### config.mk
export PLATFORM = sky130hd
export DESIGN_NAME = fifo_param
export DESIGN_NICKNAME = d
export VERILOG_FILES = /design/src/rtl/shared_pkg.sv /design/src/rtl/fifo_mem.sv /design/src/rtl/fifo_param.sv
export SDC_FILE = /design/constraint.sdc
export NUM_CORES = 1
export LEC_CHECK = 0
export CAP_MARGIN = 20
export CORE_ASPECT_RATIO = 0.5
export CORE_MARGIN = 1
export CORE_UTILIZATION = 52
export DETAILED_ROUTE_END_ITERATION = 10
export PLACE_DENSITY_LB_ADDON = 0.25
export SLEW_MARGIN = 20
export SYNTH_ARGS = -nofsm -noshare
export SYNTH_HDL_FRONTEND = slang
export SYNTH_SLANG_ARGS = --single-unit
### constraint.sdc
create_clock -name clk -period 2.6 [get_ports clk]
set_clock_uncertainty 0.1 [all_clocks]
set_input_delay 0.52 -clock clk [delete_from_list [all_inputs] [get_ports clk]]
set_output_delay 0.52 -clock clk [all_outputs]
set_load 0.01 [all_outputs]
### src/rtl/shared_pkg.sv
// Constants and types shared by the FIFO RTL and its verification environment.
package shared_pkg;

  localparam int FIFO_WIDTH = 16;
  localparam int FIFO_DEPTH = 8;

  typedef enum logic [1:0] {
    OP_IDLE,
    OP_WR,
    OP_RD,
    OP_WR_RD
  } fifo_op_e;

endpackage

### src/rtl/fifo_mem.sv
// DATA_WIDTH x FIFO_DEPTH register file: one synchronous write port and one
// combinational read port. Contents are not reset.
module fifo_mem #(
  parameter int  DATA_WIDTH = shared_pkg::FIFO_WIDTH,
  parameter int  FIFO_DEPTH = shared_pkg::FIFO_DEPTH,
  localparam int AW         = (FIFO_DEPTH > 1) ? $clog2(FIFO_DEPTH) : 1
) (
  input  logic                  clk,
  input  logic                  wr_en,
  input  logic [AW-1:0]         wr_addr,
  input  logic [DATA_WIDTH-1:0] wr_data,
  input  logic [AW-1:0]         rd_addr,
  output logic [DATA_WIDTH-1:0] rd_data
);

  logic [DATA_WIDTH-1:0] mem [FIFO_DEPTH];

  always_ff @(posedge clk) begin
    if (wr_en) mem[wr_addr] <= wr_data;
  end

  assign rd_data = mem[rd_addr];

endmodule

### src/rtl/fifo_param.sv
// Parametrised single-clock FIFO with occupancy count, programmable almost
// flags, synchronous flush and selectable registered / FWFT read mode.
module fifo_param #(
  parameter int  DATA_WIDTH = shared_pkg::FIFO_WIDTH,
  parameter int  FIFO_DEPTH = shared_pkg::FIFO_DEPTH,
  parameter int  AF_THRESH  = FIFO_DEPTH - 1,
  parameter int  AE_THRESH  = 1,
  parameter bit  FWFT       = 1'b0,
  localparam int CW         = $clog2(FIFO_DEPTH + 1)
) (
  input  logic                  clk,
  input  logic                  rst,
  input  logic                  flush,
  input  logic                  wr_en,
  input  logic [DATA_WIDTH-1:0] data_in,
  input  logic                  rd_en,
  output logic [DATA_WIDTH-1:0] data_out,
  output logic                  wr_ack,
  output logic                  overflow,
  output logic                  underflow,
  output logic                  full,
  output logic                  empty,
  output logic                  almostfull,
  output logic                  almostempty,
  output logic [CW-1:0]         count
);

  localparam int            AW      = (FIFO_DEPTH > 1) ? $clog2(FIFO_DEPTH) : 1;
  localparam logic [AW-1:0] LAST    = AW'(FIFO_DEPTH - 1);
  localparam logic [CW-1:0] DEPTH_C = CW'(FIFO_DEPTH);
  localparam logic [CW-1:0] AF_C    = CW'(AF_THRESH);
  localparam logic [CW-1:0] AE_C    = CW'(AE_THRESH);

  if (!(FIFO_DEPTH >= 2 && AE_THRESH >= 0 && AE_THRESH < AF_THRESH &&
        AF_THRESH <= FIFO_DEPTH)) begin : g_bad_params
    $error("fifo_param: need FIFO_DEPTH>=2 and 0<=AE_THRESH<AF_THRESH<=FIFO_DEPTH");
  end

  logic [AW-1:0]         wr_ptr, rd_ptr;
  logic [CW-1:0]         count_q;
  logic [DATA_WIDTH-1:0] rd_word, dout_q;
  logic                  wr_acc, rd_acc;

  // Explicit wrap at FIFO_DEPTH-1 so non-power-of-2 depths work.
  function automatic logic [AW-1:0] next_ptr(input logic [AW-1:0] p);
    return (p == LAST) ? '0 : p + AW'(1);
  endfunction

  assign full        = (count_q == DEPTH_C);
  assign empty       = (count_q == '0);
  assign almostfull  = (count_q >= AF_C);
  assign almostempty = (count_q <= AE_C);
  assign count       = count_q;

  assign wr_acc = wr_en && !full;
  assign rd_acc = rd_en && !empty;

  fifo_mem #(
    .DATA_WIDTH (DATA_WIDTH),
    .FIFO_DEPTH (FIFO_DEPTH)
  ) u_mem (
    .clk     (clk),
    .wr_en   (wr_acc && !flush),
    .wr_addr (wr_ptr),
    .wr_data (data_in),
    .rd_addr (rd_ptr),
    .rd_data (rd_word)
  );

  always_ff @(posedge clk or posedge rst) begin
    if (rst) begin
      wr_ptr    <= '0;
      rd_ptr    <= '0;
      count_q   <= '0;
      dout_q    <= '0;
      wr_ack    <= 1'b0;
      overflow  <= 1'b0;
      underflow <= 1'b0;
    end else if (flush) begin
      wr_ptr    <= '0;
      rd_ptr    <= '0;
      count_q   <= '0;
      dout_q    <= '0;
      wr_ack    <= 1'b0;
      overflow  <= 1'b0;
      underflow <= 1'b0;
    end else begin
      wr_ack    <= wr_acc;
      overflow  <= wr_en && !wr_acc;
      underflow <= rd_en && !rd_acc;
      if (wr_acc) wr_ptr <= next_ptr(wr_ptr);
      if (rd_acc) begin
        rd_ptr <= next_ptr(rd_ptr);
        dout_q <= rd_word;
      end
      if (wr_acc && !rd_acc)      count_q <= count_q + CW'(1);
      else if (rd_acc && !wr_acc) count_q <= count_q - CW'(1);
    end
  end

  // FWFT presents the head entry directly; standard mode uses the registered copy.
  assign data_out = FWFT ? rd_word : dout_q;

endmodule
==> results of run 1 <==
flip-flops by register name, summed over array words and instances (netlist names):
name	cells
overflow	1
u_mem.mem	128
rd_ptr	3
count	4
wr_ptr	3
data_out	16
underflow	1
wr_ack	1
worst max-delay path by stage:
stage | slack, ns | end | from
2_1_floorplan | -0.03 | u_mem.mem[4][0] | count[0]
3_3_place_gp | 0.23 | u_mem.mem[4][2] | flush
3_5_place_dp | 0.21 | u_mem.mem[6][2] | flush
4_1_cts | 0.005 | full | count[1]
5_1_grt | 0.18 | almostfull | count[1]
6_report | 0.27 | almostfull | count[1]
logic make-up (layout without fill, tap and decap cells):
logic type	count (synthesis)	after routing	share of synthesized area (%)
multiplexers	66	66	10.5
adder cells (fa/ha/maj)	8	8	1.58
flip-flops	157	157	72.3
AND/OR/NAND/NOR	107	107	8.67
AO/OA/AOI/OAI	46	46	4.57
buffers and inverters	28	114	2.43
report_power, final:
group	total, mW	internal, mW	leakage, nW	switching [mW]
combinational	1.22	0.584	0.826	0.635
sequential	2.99	2.87	1.54	0.122
clock	2.39	1.41	0.280	0.978
total	6.60	4.86	2.65	1.73
worst reg2reg max path: stages (launching register included):
cell	delay, ns
sky130_fd_sc_hd__dfrtp_1	0.42
sky130_fd_sc_hd__inv_2	0.09
sky130_fd_sc_hd__ha_4	0.18
sky130_fd_sc_hd__nand3b_2	0.14
sky130_fd_sc_hd__inv_2	0.06
sky130_fd_sc_hd__or3_1	0.45
sky130_fd_sc_hd__nor2_1	0.19
sky130_fd_sc_hd__buf_4	0.25
layout make-up:
| type | count | share of cell area, % |
|---|---|---|
| flip-flops and latches | 157 | 59.4 |
| multi-input cells | 227 | 21.0 |
| repair buffers | 77 | 9.24 |
| clock buffers | 18 | 5.57 |
| well taps | 165 | 2.68 |
| clock inverters | 14 | 1.85 |
| inverters | 5 | 0.244 |
timing repair:
item                       4_1_cts  5_1_grt
cloned                           0        0
resized for setup                4        4
setup endpoints to repair        2        2
metrics by stage:
stage | util [%] | cells | hold slack, ns
after floorplan | - | 412 | 0.444
after global placement | 60.1 | 631 | 0.437
after global routing | 65.1 | 663 | 0.387
after detailed placement | 60.1 | 631 | 0.444
final | 65.1 | 663 | 0.358
after CTS | 65.0 | 663 | 0.366
synth_stat cells (all sizes together) (2+ instances only):
cell type / instances
edfxtp: 128
mux2i: 65
nor3: 36
o22ai: 32
dfrtp: 29
nor2: 28
buf: 17
nand2: 16
ha: 8
a21oi: 7
nand2b: 7
clkbuf: 6
inv: 5
nand3b: 4
or3: 4
nor2b: 3
a31o: 2
a31oi: 2
or2: 2
routing by layer:
layer	wire, um	global-route usage [%]	vias to the layer above
li1	-	-	1721
met3	728	6.24	7
met1	6220	31.1	1895
met4	65	6.63	0
met5	0	0	-
met2	5900	34.5	108
==> impl_metrics.toml, run 1 <==
[synth]
post-synth-top-area-cell = "sky130_fd_sc_hd__edfxtp_1"
syn-mean-instance-area_um2 = 15.3
synthesis.yosys.warnings = 0
post_synth_instance_area_um2 = 6320
ys_dominant_reg_cell = "sky130_fd_sc_hd__edfxtp_1"
synth_enable_flop_cells = 128
syn_inst = 412
synth.net_count = 441
synth-seq-area-share_pct = 72.3
synth_cell_type_count = 37
yosys-top-cells-area = "sky130_fd_sc_hd__edfxtp_1, sky130_fd_sc_hd__dfrtp_1, sky130_fd_sc_hd__mux2i_1, sky130_fd_sc_hd__o22ai_1, sky130_fd_sc_hd__nor3_1"
synth.ff_latch_count = 157
synthDominantCellAreaShare_pct = 60.8
async_sr_flop_fraction_pct = 18.5

[worst_setup_path]
critical_path_arrival_ns = 1.71
r2r_cells = 7
worstPathCellList = "ha_1, nand2_1, nand2_1, clkdlybuf4s50_1"
ff2ff_setup_slack_ns = 0.40
worst-setup-path-type = "flip-flop to output port"
combined_buffer_and_inverter_count_along_the_critical_path = 1
path_max_fanout = 5
crit_start_category = "flip-flop"
cpMaxStageDelayCell = "sky130_fd_sc_hd__clkdlybuf4s50_1"
regToRegEndpoint = "u_mem.mem[6][11]"
worstReg2RegStart = "count[1]"
timing.critical_path.slowest_cell_delay_ns = 0.52
endpoint_kind = "output port"
crit_cells = 4
dominant_cell_type_by_count_on_the_critical_path = "sky130_fd_sc_hd__nand2_1"
timing.critical_path.max_delay_family = "buffers and inverters"
data_required_time_of_the_critical_path_ns = 1.98

[cells_and_area]
final.fill_count = 872
finish.instance_area_um2 = 7700
finalNetCount = 514
mostFrequentLayoutCell = "sky130_fd_sc_hd__edfxtp_1"
post_route_cells_drive_above_1_share_pct = 14.9
multi_input_gate_area_um2 = 1620
diodes = 0
final_cell_mix = "sky130_fd_sc_hd__edfxtp_1, sky130_fd_sc_hd__mux2i_1, sky130_fd_sc_hd__clkdlybuf4s50_1"
synthToLayoutAreaGrowth_pct = 21.9
area.sequential_um2 = 4570

[timing]
finalCritPeriodShare_pct = 89.6
timing.final.setup_violations = 0
finalWorstSetupSlack_ns = 0.270
timing.final.max_slew_violations = 0
max_slew.worst_pin.slew_ns = 0.798
grt_setup_unrepaired = "false"
slew_headroom_pct = 46.7
fmax_mhz = 429
totalNegativeSetupSlack_ns = 0
hold_violations = 0
layout_min_cycle_time_ns = 2.33

[power]
vdd_ir_drop_max_mv = 0.479
power.density_cell_area_nw_per_um2 = 856
power.static_leakage_nw = 2.65
total_power_mw = 6.60

[clock_tree]
post_cts_hold_buffer_count = 0
clkTransAtPathRegs_ns = 0.06
cts_htree_levels = 4
cts_tree = "built"
worst_skew_pair.late_latency_ns = 0.41
cts_root_buf = "sky130_fd_sc_hd__clkbuf_16"
clock_sinks = 157
cts_post_setup_buffers_inserted = 0
max-clock-path-buffers = 2
tritoncts.num_buffers = 17

[routing]
drc_errors = 0
drtPass1Iterations = 4
wire_per_inst_um = 19.5
wirelength_um = 12900
ant_nets = 0
dr_total_vias = 3731
drt-initial-drc-count = 288
post_drt_via_cell_ratio = 5.63

[floorplan]
standard_cell_core_area_um2 = 11800
floorplan.initialDensity_pct = 53.4
rows = 28
ios = 48
die_area_um2 = 12600
chipHeight_um = 80.0
horizontal_die_dimension_um = 158

[job]
drv_cap = 0

[placed_design]
portBuffers = 47
dp.final_hpwl_um = 8530
gp_congestion = 0.767
detailedPlace.worstSlack_ns = 0.210
placedInstanceArea_um2 = 7120

[outcome]
outcome = "finished clean"

[global_route]
grt_antenna_before_repair = 0
maximum_number_of_pins_on_one_net_before_global_route_repair = 29
grt_overflow_total = 0
grtUsageTotal_pct = 22.4
grt_first_pass_wirelength_um = 19900
via_count_of_the_first_global_routing_pass = 3618

[hold_path]
timing.hold.worst.class = "input port to asynchronous set/reset pin"
Power figures use the tool's default switching activity.
==> run 2: changes to the inputs <==
--- a/config.mk
+++ b/config.mk
@@ -10,8 +10,9 @@
 export CORE_MARGIN = 1
 export CORE_UTILIZATION = 52
 export DETAILED_ROUTE_END_ITERATION = 10
+export GPL_ROUTABILITY_DRIVEN = 0
 export PLACE_DENSITY_LB_ADDON = 0.25
-export SLEW_MARGIN = 20
 export SYNTH_ARGS = -nofsm -noshare
 export SYNTH_HDL_FRONTEND = slang
+export SYNTH_HIERARCHICAL = 1
 export SYNTH_SLANG_ARGS = --single-unit
==> impl_metrics.toml, run 2 <==
[worst_setup_path]
worst-setup-path-type = "flip-flop to output port"
path_max_fanout = 5
combined_buffer_and_inverter_count_along_the_critical_path = 2
worstPathCellList = "buf_4, ha_1, a21o_2, clkdlybuf4s50_1"
data_required_time_of_the_critical_path_ns = 1.98
critPathLaunch = "count[0]"
timing.critical_path.max_delay_family = "buffers and inverters"
crit_cells = 4
worstReg2RegStart = "count[2]"
timing.critical_path.slowest_cell_delay_ns = 0.47
cpMaxStageDelayCell = "sky130_fd_sc_hd__clkdlybuf4s50_1"
r2r_cells = 7
endpoint_kind = "output port"
critical_path_arrival_ns = 1.88
crit_start_category = "flip-flop"

[power]
power.static_leakage_nw = 2.83
comb_power_share_pct = 21.2
proportion_of_total_power_due_to_net_switching_pct = 25.6
power.internal_mw = 5.36
vdd_ir_drop_max_mv = 0.479
share_clk_of_total_power_pct = 36.9
power.share.sequential_pct = 41.9
power.density_cell_area_nw_per_um2 = 910
power_switching_mw = 1.84

[floorplan]
ios = 48
die_area_um2 = 12900
floorplan.initialDensity_pct = 54.1
standard_cell_core_area_um2 = 12000
chipHeight_um = 81.0
horizontal_die_dimension_um = 160
rows = 28

[clock_tree]
max-clock-path-buffers = 2
cts_tree = "built"
clkTransAtPathRegs_ns = 0.06
tritoncts.num_buffers = 17
clock_sinks = 157
cts_root_buf = "sky130_fd_sc_hd__clkbuf_16"
cts_htree_levels = 4
worst_skew_pair.late_latency_ns = 0.42

[routing]
met2_length_um = 6450
wire_per_inst_um = 22.3
drc_errors = 0
dr_total_vias = 3412
drtPass1Iterations = 4
topRoutingLayerUsed = "met4"
ant_nets = 0
drt-initial-drc-count = 227
wirelength_um = 13000
met3WireLength_um = 917
post_drt_via_cell_ratio = 5.83
met1_length_um = 5670

[timing]
hold_violations = 0
timing.final.setup_violations = 0
layout_min_cycle_time_ns = 2.50
grt_setup_unrepaired = "false"
max_slew.worst_pin.slew_ns = 1.05
slew_headroom_pct = 30.1
finalCritPeriodShare_pct = 96.1
totalNegativeSetupSlack_ns = 0
timing.final.max_slew_violations = 0
fmax_mhz = 400
finalWorstSetupSlack_ns = 0.100
fin_worst_hold_slack_ns = 0.396

[synth]
ys_dominant_reg_cell = "sky130_fd_sc_hd__edfxtp_1"
syn_inst = 331
synth.net_count = 360
synth-seq-area-share_pct = 70.5
post-synth-top-area-cell = "sky130_fd_sc_hd__edfxtp_1"
syn-mean-instance-area_um2 = 19.6
async_sr_flop_fraction_pct = 18.5
post_synth_instance_area_um2 = 6480
synthDominantCellAreaShare_pct = 59.3
yosys-top-cells-area = "sky130_fd_sc_hd__edfxtp_1, sky130_fd_sc_hd__mux4_1, sky130_fd_sc_hd__dfrtp_1, sky130_fd_sc_hd__a22o_2, sky130_fd_sc_hd__mux2_2"
synth_enable_flop_cells = 128
synth.top_cells.by_count = "sky130_fd_sc_hd__edfxtp_1, sky130_fd_sc_hd__dfrtp_1, sky130_fd_sc_hd__mux4_1, sky130_fd_sc_hd__a22o_2, sky130_fd_sc_hd__mux2_2"
synth.ff_latch_count = 157
synthesis.yosys.warnings = 6
post-synth-top-count-cell = "sky130_fd_sc_hd__edfxtp_1"
synth_cell_type_count = 44

[cells_and_area]
synthToLayoutAreaGrowth_pct = 22.1
fin_util_pct = 66.1
diodes = 0
final.fill_count = 782
post_route_cells_drive_above_1_share_pct = 27.4
flip_flop_count_of_the_largest_register_all_copies_and_words_added = 128
mostFrequentLayoutCell = "sky130_fd_sc_hd__edfxtp_1"
final_cell_mix = "sky130_fd_sc_hd__edfxtp_1, sky130_fd_sc_hd__clkdlybuf4s50_1, sky130_fd_sc_hd__mux4_1"
finalNetCount = 436
regMostFlops = "u_mem/mem"

[global_route]
grt_antenna_before_repair = 0
grt_overflow_total = 0
via_count_of_the_first_global_routing_pass = 3551
grt_first_pass_wirelength_um = 20100
maximum_number_of_pins_on_one_net_before_global_route_repair = 36
grtUsageTotal_pct = 21.8

[outcome]
outcome = "finished clean"

[placed_design]
portBuffers = 47
detailedPlace.worstSlack_ns = 0.155
dp.final_hpwl_um = 7730

[hold_path]
timing.hold.worst.class = "input port to asynchronous set/reset pin"

[job]
drv_cap = 0
==> run 2: final timing paths <==
path | to | slack [ns]
min | count[3] | 0.40
min in group clk | data_out[11] | 0.41
max in group asynchronous | count[1] | 1.67
max reg2reg | u_mem/mem[2][14] | 0.34
max | almostfull | 0.10
min reg2reg | data_out[11] | 0.41
==> run 2: power groups by stage <==
stage	sequential, mW	clock [mW]	combinational (mW)
6_report	3.02	2.66	1.53
5_1_grt	3.04	2.80	1.63
4_1_cts	3.02	2.70	1.54
3_5_place_dp	3.08	0	1.48
3_3_place_gp	3.06	0	1.43
2_1_floorplan	3.07	0	0.961
==> run 2: cells by family after synthesis <==
group                      Yosys count  share of synthesized area (%)
DFF                                157                           70.5
and+or+nand+nor                     55                           4.69
muxes                               49                           15.7
AOI/OAI and AO/OA                   38                           5.13
buffers and inverters               24                           2.47
adders and majority gates            8                           1.54
==> run 2: stage by stage <==
stage / cells / power [mW] / cell area [um2]
global route: 585 / 7.46 / 7920
floorplan: 331 / 4.03 / 6490
finish: 585 / 7.20 / 7920
CTS: 585 / 7.25 / 7920
global placement: 550 / 4.49 / 7250
detailed placement: 550 / 4.55 / 7250
==> run 2: worst register-to-register path, stage by stage, from the launching register on <==
cell and delay [ns]:
sky130_fd_sc_hd__dfrtp_1 0.57, sky130_fd_sc_hd__nand3b_1 0.19, sky130_fd_sc_hd__buf_4 0.15, sky130_fd_sc_hd__nand2_1 0.08, sky130_fd_sc_hd__nor2_1 0.22, sky130_fd_sc_hd__nand2b_1 0.17
sky130_fd_sc_hd__nor2_1 0.15, sky130_fd_sc_hd__buf_4 0.31
==> run 2: cell type report <==
| type | instances | area [um2] | area share [%] |
|---|---|---|---|
| sequential | 157 | 4570 | 57.7 |
| tap | 165 | 206 | 2.61 |
| clock inverter | 13 | 203 | 2.56 |
| clock buffer | 19 | 433 | 5.47 |
| multi-input combinational | 150 | 1770 | 22.3 |
| timing repair buffer | 74 | 709 | 8.96 |
| inverter | 7 | 26.3 | 0.332 |
==> run 2: repair_timing <==
| item | CTS | global route |
|---|---|---|
| resized for setup | 7 | 0 |
| setup buffers | 3 | 0 |
| setup endpoints to repair | 3 | 0 |
| hold buffers | 0 | 0 |
==> run 2: per-layer routing <==
layer  vias up  GRT usage [%]
li1       1516              -
met1      1759           28.8
met2       135           37.3
met3         2           4.29
met4         0           7.43
met5         -              0
==> run 3: changes to the inputs <==
--- a/config.mk
+++ b/config.mk
@@ -8,7 +8,7 @@
 export CAP_MARGIN = 20
 export CORE_ASPECT_RATIO = 0.5
 export CORE_MARGIN = 1
-export CORE_UTILIZATION = 52
+export CORE_UTILIZATION = 60
 export DETAILED_ROUTE_END_ITERATION = 10
 export GPL_ROUTABILITY_DRIVEN = 0
 export PLACE_DENSITY_LB_ADDON = 0.25
==> constraint.sdc (replaced) <==
create_clock -name clk -period 3 [get_ports clk]
set_clock_uncertainty 0.1 [all_clocks]
set_input_delay 0.6 -clock clk [delete_from_list [all_inputs] [get_ports clk]]
set_output_delay 0.6 -clock clk [all_outputs]
set_load 0.01 [all_outputs]
==> impl_metrics.toml, run 3 (same netlist as run 2, synthesis figures left out) <==
[cells_and_area]
post_route_cells_drive_above_1_share_pct = 25.5
synthToLayoutAreaGrowth_pct = 19.1
diodes = 0
finalNetCount = 424
mostFrequentLayoutCell = "sky130_fd_sc_hd__edfxtp_1"
flip_flop_count_of_the_largest_register_all_copies_and_words_added = 128
regMostFlops = "u_mem/mem"
final_cell_mix = "sky130_fd_sc_hd__edfxtp_1, sky130_fd_sc_hd__clkdlybuf4s50_1, sky130_fd_sc_hd__mux4_1"

[worst_setup_path]
worst-setup-path-type = "flip-flop to output port"
path_max_fanout = 7
regToRegEndpoint = "u_mem/mem[2][6]"
endpoint_kind = "output port"
crit_start_category = "flip-flop"
data_required_time_of_the_critical_path_ns = 2.30
ff2ff_setup_slack_ns = 0.58
setup.worst_path.end = "empty"
critical_path_arrival_ns = 2.23
worstReg2RegStart = "count[1]"
r2r_cells = 8
critPathLaunch = "count[1]"

[global_route]
grt_antenna_before_repair = 0
maximum_number_of_pins_on_one_net_before_global_route_repair = 36
via_count_of_the_first_global_routing_pass = 3310
grtUsageTotal_pct = 24.9
grt_first_pass_wirelength_um = 19400
grt_overflow_total = 0

[timing]
layout_min_cycle_time_ns = 2.93
slew_headroom_pct = 60.3
hold_violations = 0
finalWorstSetupSlack_ns = 0.0732
timing.final.setup_violations = 0
totalNegativeSetupSlack_ns = 0
fin_worst_hold_slack_ns = 0.410
max_slew.worst_pin.slew_ns = 0.595
timing.final.max_slew_violations = 0
finalCritPeriodShare_pct = 97.6
grt_setup_unrepaired = "false"
fmax_mhz = 342

[power]
power.static_leakage_nw = 2.75
power.density_cell_area_nw_per_um2 = 782
comb_power_share_pct = 20.7
proportion_of_total_power_due_to_net_switching_pct = 26.5
power.internal_mw = 4.44
power.share.sequential_pct = 43.4
share_clk_of_total_power_pct = 36.0
power_switching_mw = 1.60
total_power_mw = 6.04
vdd_ir_drop_max_mv = 0.487

[floorplan]
horizontal_die_dimension_um = 149
rows = 26
ios = 48
chipHeight_um = 75.5
standard_cell_core_area_um2 = 10300
die_area_um2 = 11200
floorplan.initialDensity_pct = 62.7

[routing]
drt-initial-drc-count = 250
dr_total_vias = 3403
ant_nets = 0
drtPass1Iterations = 5
wire_per_inst_um = 23.2
post_drt_via_cell_ratio = 6.21
wirelength_um = 12700
drc_errors = 0

[clock_tree]
worst_skew_pair.late_latency_ns = 0.42
cts_root_buf = "sky130_fd_sc_hd__clkbuf_16"
clkTransAtPathRegs_ns = 0.06
max-clock-path-buffers = 2
cts_tree = "built"
tritoncts.num_buffers = 17
cts_htree_levels = 4
clock_sinks = 157
cts_post_setup_buffers_inserted = 0

[hold_path]
timing.hold.worst.class = "flip-flop to flip-flop"
worstHoldPathCells = 1

[placed_design]
detailedPlace.worstSlack_ns = 0.313
dp.final_hpwl_um = 7250
portBuffers = 47

[outcome]
outcome = "finished clean"

[job]
drv_cap = 0
run 3: metal layers:
| metal | vias to the layer above | global-route usage (%) | routed length [um] |
|---|---|---|---|
| met5 | - | 0 | 0 |
| met4 | 0 | 4.42 | 53 |
| met3 | 8 | 7.49 | 939 |
| met2 | 153 | 40.1 | 6210 |
| met1 | 1748 | 35.0 | 5510 |
| li1 | 1494 | - | - |
run 3: worst min path at each step:
stage	end	slack [ns]	from
global route	data_out[1]	0.43	data_out[1]
detailed placement	data_out[8]	0.39	data_out[8]
global placement	data_out[5]	0.39	data_out[5]
floorplan	rd_ptr[1]	0.40	rd_ptr[1]
finish	data_out[9]	0.41	data_out[9]
CTS	data_out[15]	0.41	data_out[15]
run 3: area by class of cell:
| type | count | area, um2 |
|---|---|---|
| repair buffers | 62 | 583 |
| fillers | 560 | 2620 |
| well taps | 140 | 175 |
| flip-flops and latches | 157 | 4570 |
| clock buffers | 17 | 425 |
| multi-input cells | 150 | 1770 |
| clock inverters | 15 | 174 |
| inverters | 7 | 26.3 |
run 3: stage by stage:
step	util (%)	instances	cell area [um2]
finish	74.7	548	7720
floorplan	-	331	6490
detailed placement	68.8	516	7120
global route	74.7	548	7720
global placement	68.8	516	7120
CTS	74.6	548	7720
run 3: power by group through the flow:
stage	Sequential, mW	Clock, mW	Combinational [mW]
finish	2.62	2.17	1.25
global placement	2.64	0	1.20
CTS	2.62	2.20	1.25
detailed placement	2.66	0	1.23
floorplan	2.66	0	0.833
global route	2.64	2.29	1.34
run 3: worst max-delay path: stages (launching register included):
cell	delay [ns]
sky130_fd_sc_hd__dfrtp_2	0.45
sky130_fd_sc_hd__inv_1	0.12
sky130_fd_sc_hd__ha_2	0.21
sky130_fd_sc_hd__or3b_4	0.43
sky130_fd_sc_hd__inv_2	0.09
sky130_fd_sc_hd__clkdlybuf4s50_1	0.53
run 3: repair_timing:
action,4_1_cts,5_1_grt
setup endpoints to repair,1,1
hold buffers,0,0
gates resized for setup,2,3
==> patch 1, RTL diff (config.mk and constraints of run 2) <==
The parameter `FWFT` goes from 1'b0 to 1'b1.
--- a/src/rtl/fifo_param.sv
+++ b/src/rtl/fifo_param.sv
@@ -5,7 +5,7 @@
   parameter int  FIFO_DEPTH = shared_pkg::FIFO_DEPTH,
   parameter int  AF_THRESH  = FIFO_DEPTH - 1,
   parameter int  AE_THRESH  = 1,
-  parameter bit  FWFT       = 1'b0,
+  parameter bit  FWFT       = 1'b1,
   localparam int CW         = $clog2(FIFO_DEPTH + 1)
 ) (
   input  logic                  clk,
Check against the original RTL: not equivalent (Yosys sat finds a counterexample within 4 cycles, from zero or initial values and one cycle with rst high).
==> patch 1 against run 2 <==
- routed wire length decreased by 8.6%
- clock power is 4% lower
- sequential cell count fell by 16
- final area decreased by 7.9%
- area after synthesis fell by 11%
- the run now ends with negative setup slack left
- non-clock buffer count stayed put
- setup slack got worse by 0.16 ns
- power decreased by 7.0%
- worst hold slack worse by 0.043 ns
==> patch 1: results (changes against run 2) <==
| Metric | Value |
|---|---|
| Status | `complete, but fails checks` |
| Violated checks | `negative setup slack` |
| NetSw | `1.72 mW (-6.9%)` |
| Layout cells sized above 1 | `36.6% (+9.2 points)` |
| Register area share after synthesis | `72.5% (+2.1 points)` |
| Worst Max-Slew Pin Slew | `0.538 ns (-0.509 ns)` |
| Critical Path AT | `2.04 ns (+0.16 ns)` |
| Setup Buffers After CTS | `10 (+7)` |
| Critical path launch point | `rd_ptr[0]` |
| Area contributors post-synth | `edfxtp_1 (67%), mux4_1 (13%), dfrtp_1 (5.7%)` |
| Pwr dens | `918 nW/um^2 (+0.91%)` |
| Reg-to-reg critical path endpoint | `u_mem/mem[6][15]` |
| Reg2reg setup slack | `0.39 ns (+0.05 ns)` |
| DRT iter0 DRCs | `232 (+2.2%)` |
| Detailed Route WL | `11900 um (-8.6%)` |
| LEAKAGE | `2.54 nW (-10%)` |
| WHS | `0.353 ns (-0.0426 ns)` |
| Final nets | `385 (-12%)` |
| Worst path slowest cell | `mux4_2` |
| Post-Syn Area per Cell | `21.1 um^2 (+7.5%)` |
| Post-Synth Adder-Cell Area | `1.74% (+0.20 points)` |
| Vias/cell | `5.85 (+0.35%)` |
| Proportion of synthesized area in mux cells | `18.2% (+2.5 points)` |
| DRT Pass-1 Iters | `5 (+1)` |
| Synth cell count leaders | `edfxtp_1 (128), mux4_1 (28), mux2_2 (17)` |
| VDD IR max | `578 uV (+21%)` |
| # setup viols final | `9 (+9)` |
| Share of flip-flops with an asynchronous set or reset | `9.22% (-9.3 points)` |
| Post_cts resized | `131 (+124)` |
| Synth cell types | `35 (-20%)` |
| CP Capture Point | `data_out[3]` |
| CP delay by family, top | `multiplexers` |
| Global-route wire length before repair | `18200 um (-9.2%)` |
| Via Count | `2979 (-13%)` |
| Setup WS pre-CTS | `-0.0433 ns (-0.198 ns)` |
| Min setup slack post-route | `-0.0626 ns (-0.163 ns)` |
| Vias in the first global route | `3155 (-11%)` |
| Dpl cell area | `6600 um^2 (-9.0%)` |
| Setup TNS Final | `-0.342 ns (-0.342 ns)` |
| RR Startpoint | `count[0]` |
| Largest net degree at the start of global routing | `22 (-39%)` |
| Overall routing resource usage | `22.8% (+0.91 points)` |
| Crit Path Max Fanout | `6 (+1)` |
| Seq. pwr | `2.62 mW (-13%)` |
| Slowest cell delay on critical path | `0.50 ns (+0.03 ns)` |
| R2R depth | `8 (+1)` |
| Syn_nets | `302 (-16%)` |
==> patch 1: cell count changes in the layout (fill, tap and decap cells not counted), moves of 12 or more <==
cell,change
a22o_2,-19
buf_4,-12
buf_6,+20
clkdlybuf4s50_1,-16
dfrtp_1,-15
mux2_2,-15
mux2_4,+17
mux4_1,-27
mux4_2,+27
==> patch 1: layer usage <==
| metal | part of all wire [%] | vias up | GRT usage [%] |
|---|---|---|---|
| li1 | - | 1285 | - |
| met1 | 43 | 1547 | 31.5 |
| met2 | 49 | 135 | 35.3 |
| met3 | 7.3 | 12 | 6.05 |
| met4 | 0.76 | 0 | 7.60 |
| met5 | 0 | - | 0 |
==> patch 1: cell type report <==
| cell class | instances | area (um^2) |
|---|---|---|
| Sequential cell | 141 | 4170 |
| Fill cell | 651 | 3180 |
| Clock inverter | 15 | 200 |
| Inverter | 7 | 31.3 |
| Multi-Input combinational cell | 115 | 1450 |
| Tap cell | 140 | 175 |
| Timing Repair Buffer | 74 | 845 |
| Clock buffer | 17 | 425 |
==> patch 2, RTL diff (flow settings as in run 2) <==
Without the edit above. Put one more register stage on the output `count`. The value now appears one clock later. The other outputs are not delayed to match.
--- a/src/rtl/fifo_param.sv
+++ b/src/rtl/fifo_param.sv
@@ -50,7 +50,9 @@
   assign empty       = (count_q == '0);
   assign almostfull  = (count_q >= AF_C);
   assign almostempty = (count_q <= AE_C);
-  assign count       = count_q;
+  always_ff @(posedge clk) begin
+    count <= count_q;
+  end
 
   assign wr_acc = wr_en && !full;
   assign rd_acc = rd_en && !empty;
Check against the original RTL: not equivalent (Yosys sat finds a counterexample within 4 cycles, from zero or initial values and one cycle with rst high).
==> patch 2 against run 2 <==
- power rose by 0.40%
- synthesized cell count rose by 0.30%
- critical path type unchanged
- largest power group unchanged
- sequential cell count is 4 higher
- area after synthesis rose by 0.98%
- first-iteration DRC count fell by 8.8%
- non-clock buffer count is 3 lower
- sequential power rose by 3%
- die area is 0.97% higher
- routed wire length shrank 1.8%
- setup slack gained 0.067 ns
- final area rose by 0.82%
- via count decreased by 0.70%
==> patch 2: results (changes against run 2) <==
| Metric | Value |
|---|---|
| Syn_nets | `361 (+0.28%)` |
| Clk. pwr | `2.54 mW (-5%)` |
| Initial antenna violation count | `0 (unchanged)` |
| Worst path slowest cell | `clkdlybuf4s50_1` |
| Final nets | `435 (-0.23%)` |
| Detailed Route WL | `12800 um (-1.8%)` |
| Setup WS pre-CTS | `0.191 ns (+0.0360 ns)` |
| DP Wirelength | `7820 um (+1.2%)` |
| Gate power share | `22.0% (+0.8 points)` |
| Area contributors post-synth | `edfxtp_1 (59%), mux4_1 (11%), dfrtp_1 (11%)` |
| Total CTS buffers | `17 (unchanged)` |
| Area fraction in compound gates after synthesis | `4.68% (-0.45 points)` |
| Register area share after synthesis | `71.0% (+0.54 points)` |
| Share of flip-flops with an asynchronous set or reset | `18.0% (-0.46 points)` |
| LEAKAGE | `2.89 nW (+1.9%)` |
| Synth cell types | `46 (+4.5%)` |
| Vias/cell | `5.80 (-0.53%)` |
| Yosys warning total | `6 (unchanged)` |
| DRT Pass-1 Iters | `4 (unchanged)` |
| Proportion of synthesized area in mux cells | `15.7% (about the same)` |
| Global-route wire length before repair | `19700 um (-1.8%)` |
| Internal Power | `5.29 mW (-1.4%)` |
| Worst-path clk slew | `0.07 ns` |
| Vias in the first global route | `3540 (-0.31%)` |
| VDD IR max | `473 uV (-1.1%)` |
| Overall routing resource usage | `21.4% (-0.42 points)` |
| DRT iter0 DRCs | `207 (-8.8%)` |
| Skew-Pair Late Insertion Delay | `0.42 ns (about the same)` |
| Hold Crit Class | `in2async` |
| Layout cells sized above 1 | `25.3% (-2.1 points)` |
| Largest net degree at the start of global routing | `36 (unchanged)` |
| Hold_buf cts | `0 (unchanged)` |
| Comb. pwr | `1.59 mW (+4%)` |
| Status | `finished clean` |
| Post-Synth Adder-Cell Area | `1.53% (-0.015 points)` |
| Slowest cell delay on critical path | `0.53 ns (+0.06 ns)` |
| Synth cell count leaders | `edfxtp_1 (128), dfrtp_1 (29), mux4_1 (28)` |
| Critical Path AT | `1.81 ns (-0.07 ns)` |
| Slew headroom | `62.8% (+33 points)` |
| Clk buf depth | `2 (unchanged)` |
| Max reg flops | `128 (unchanged)` |
## patch 2: cell types whose count changed after synthesis, sizes merged, moves of 2 or more
cell           run 2  this run
o21ai              0         3
nand4              3         0
nor2              13        17
a21oi              7         5
a21o               4         2
nand3b             1         3
nor2b              3         1
dfxtp              0         4
## patch 2: area by class of cell
class	instances	area, um^2
multi-input combinational	149	1780
clock inverter	15	171
sequential	161	4650
clock buffer	17	425
tap	165	206
fill	805	4070
inverter	6	22.5
timing repair buffer	71	729
## patch 2: final timing paths
| path | startpoint | end | slack, ns | depth (start not counted) |
|---|---|---|---|---|
| setup / recovery | count_q[0] | full | 0.17 | 5 |
| hold / removal | rst | data_out[13] | 0.39 | 3 |
| setup reg to reg | count_q[3] | u_mem/mem[2][7] | 0.48 | 6 |
| hold reg to reg | data_out[5] | data_out[5] | 0.41 | 1 |
| max in group asynchronous | rst | count_q[0] | 1.69 | 3 |
| min in group clk | data_out[5] | data_out[5] | 0.41 | 1 |
## patch 2: critical path: cells and delay by family (launching register included)
kind	cells	cell delay [ns]
flops	1	0.42
buf+inv	3	0.71
simple gates	1	0.11
fa+ha+maj	1	0.16
## patch 2: timing repair
item,4_1_cts,5_1_grt
resized for setup,6,2
setup buffers,2,0
setup endpoints to repair,3,2
hold endpoints to repair,0,0
## patch 2: routing by layer
| layer | up-vias | GRT usage (%) | part of all wire [%] |
|---|---|---|---|
| li1 | 1515 | - | - |
| met1 | 1756 | 27.1 | 43 |
| met2 | 105 | 35.7 | 50 |
| met3 | 12 | 6.18 | 6.0 |
| met4 | 0 | 8.29 | 0.93 |
| met5 | - | 0 | 0 |
## patch 2: through the flow
step / cell area (um^2) / std cells
global route: 7980 / 584
CTS: 7980 / 584
finish: 7980 / 584
global placement: 7350 / 550
floorplan: 6560 / 332
detailed placement: 7350 / 550
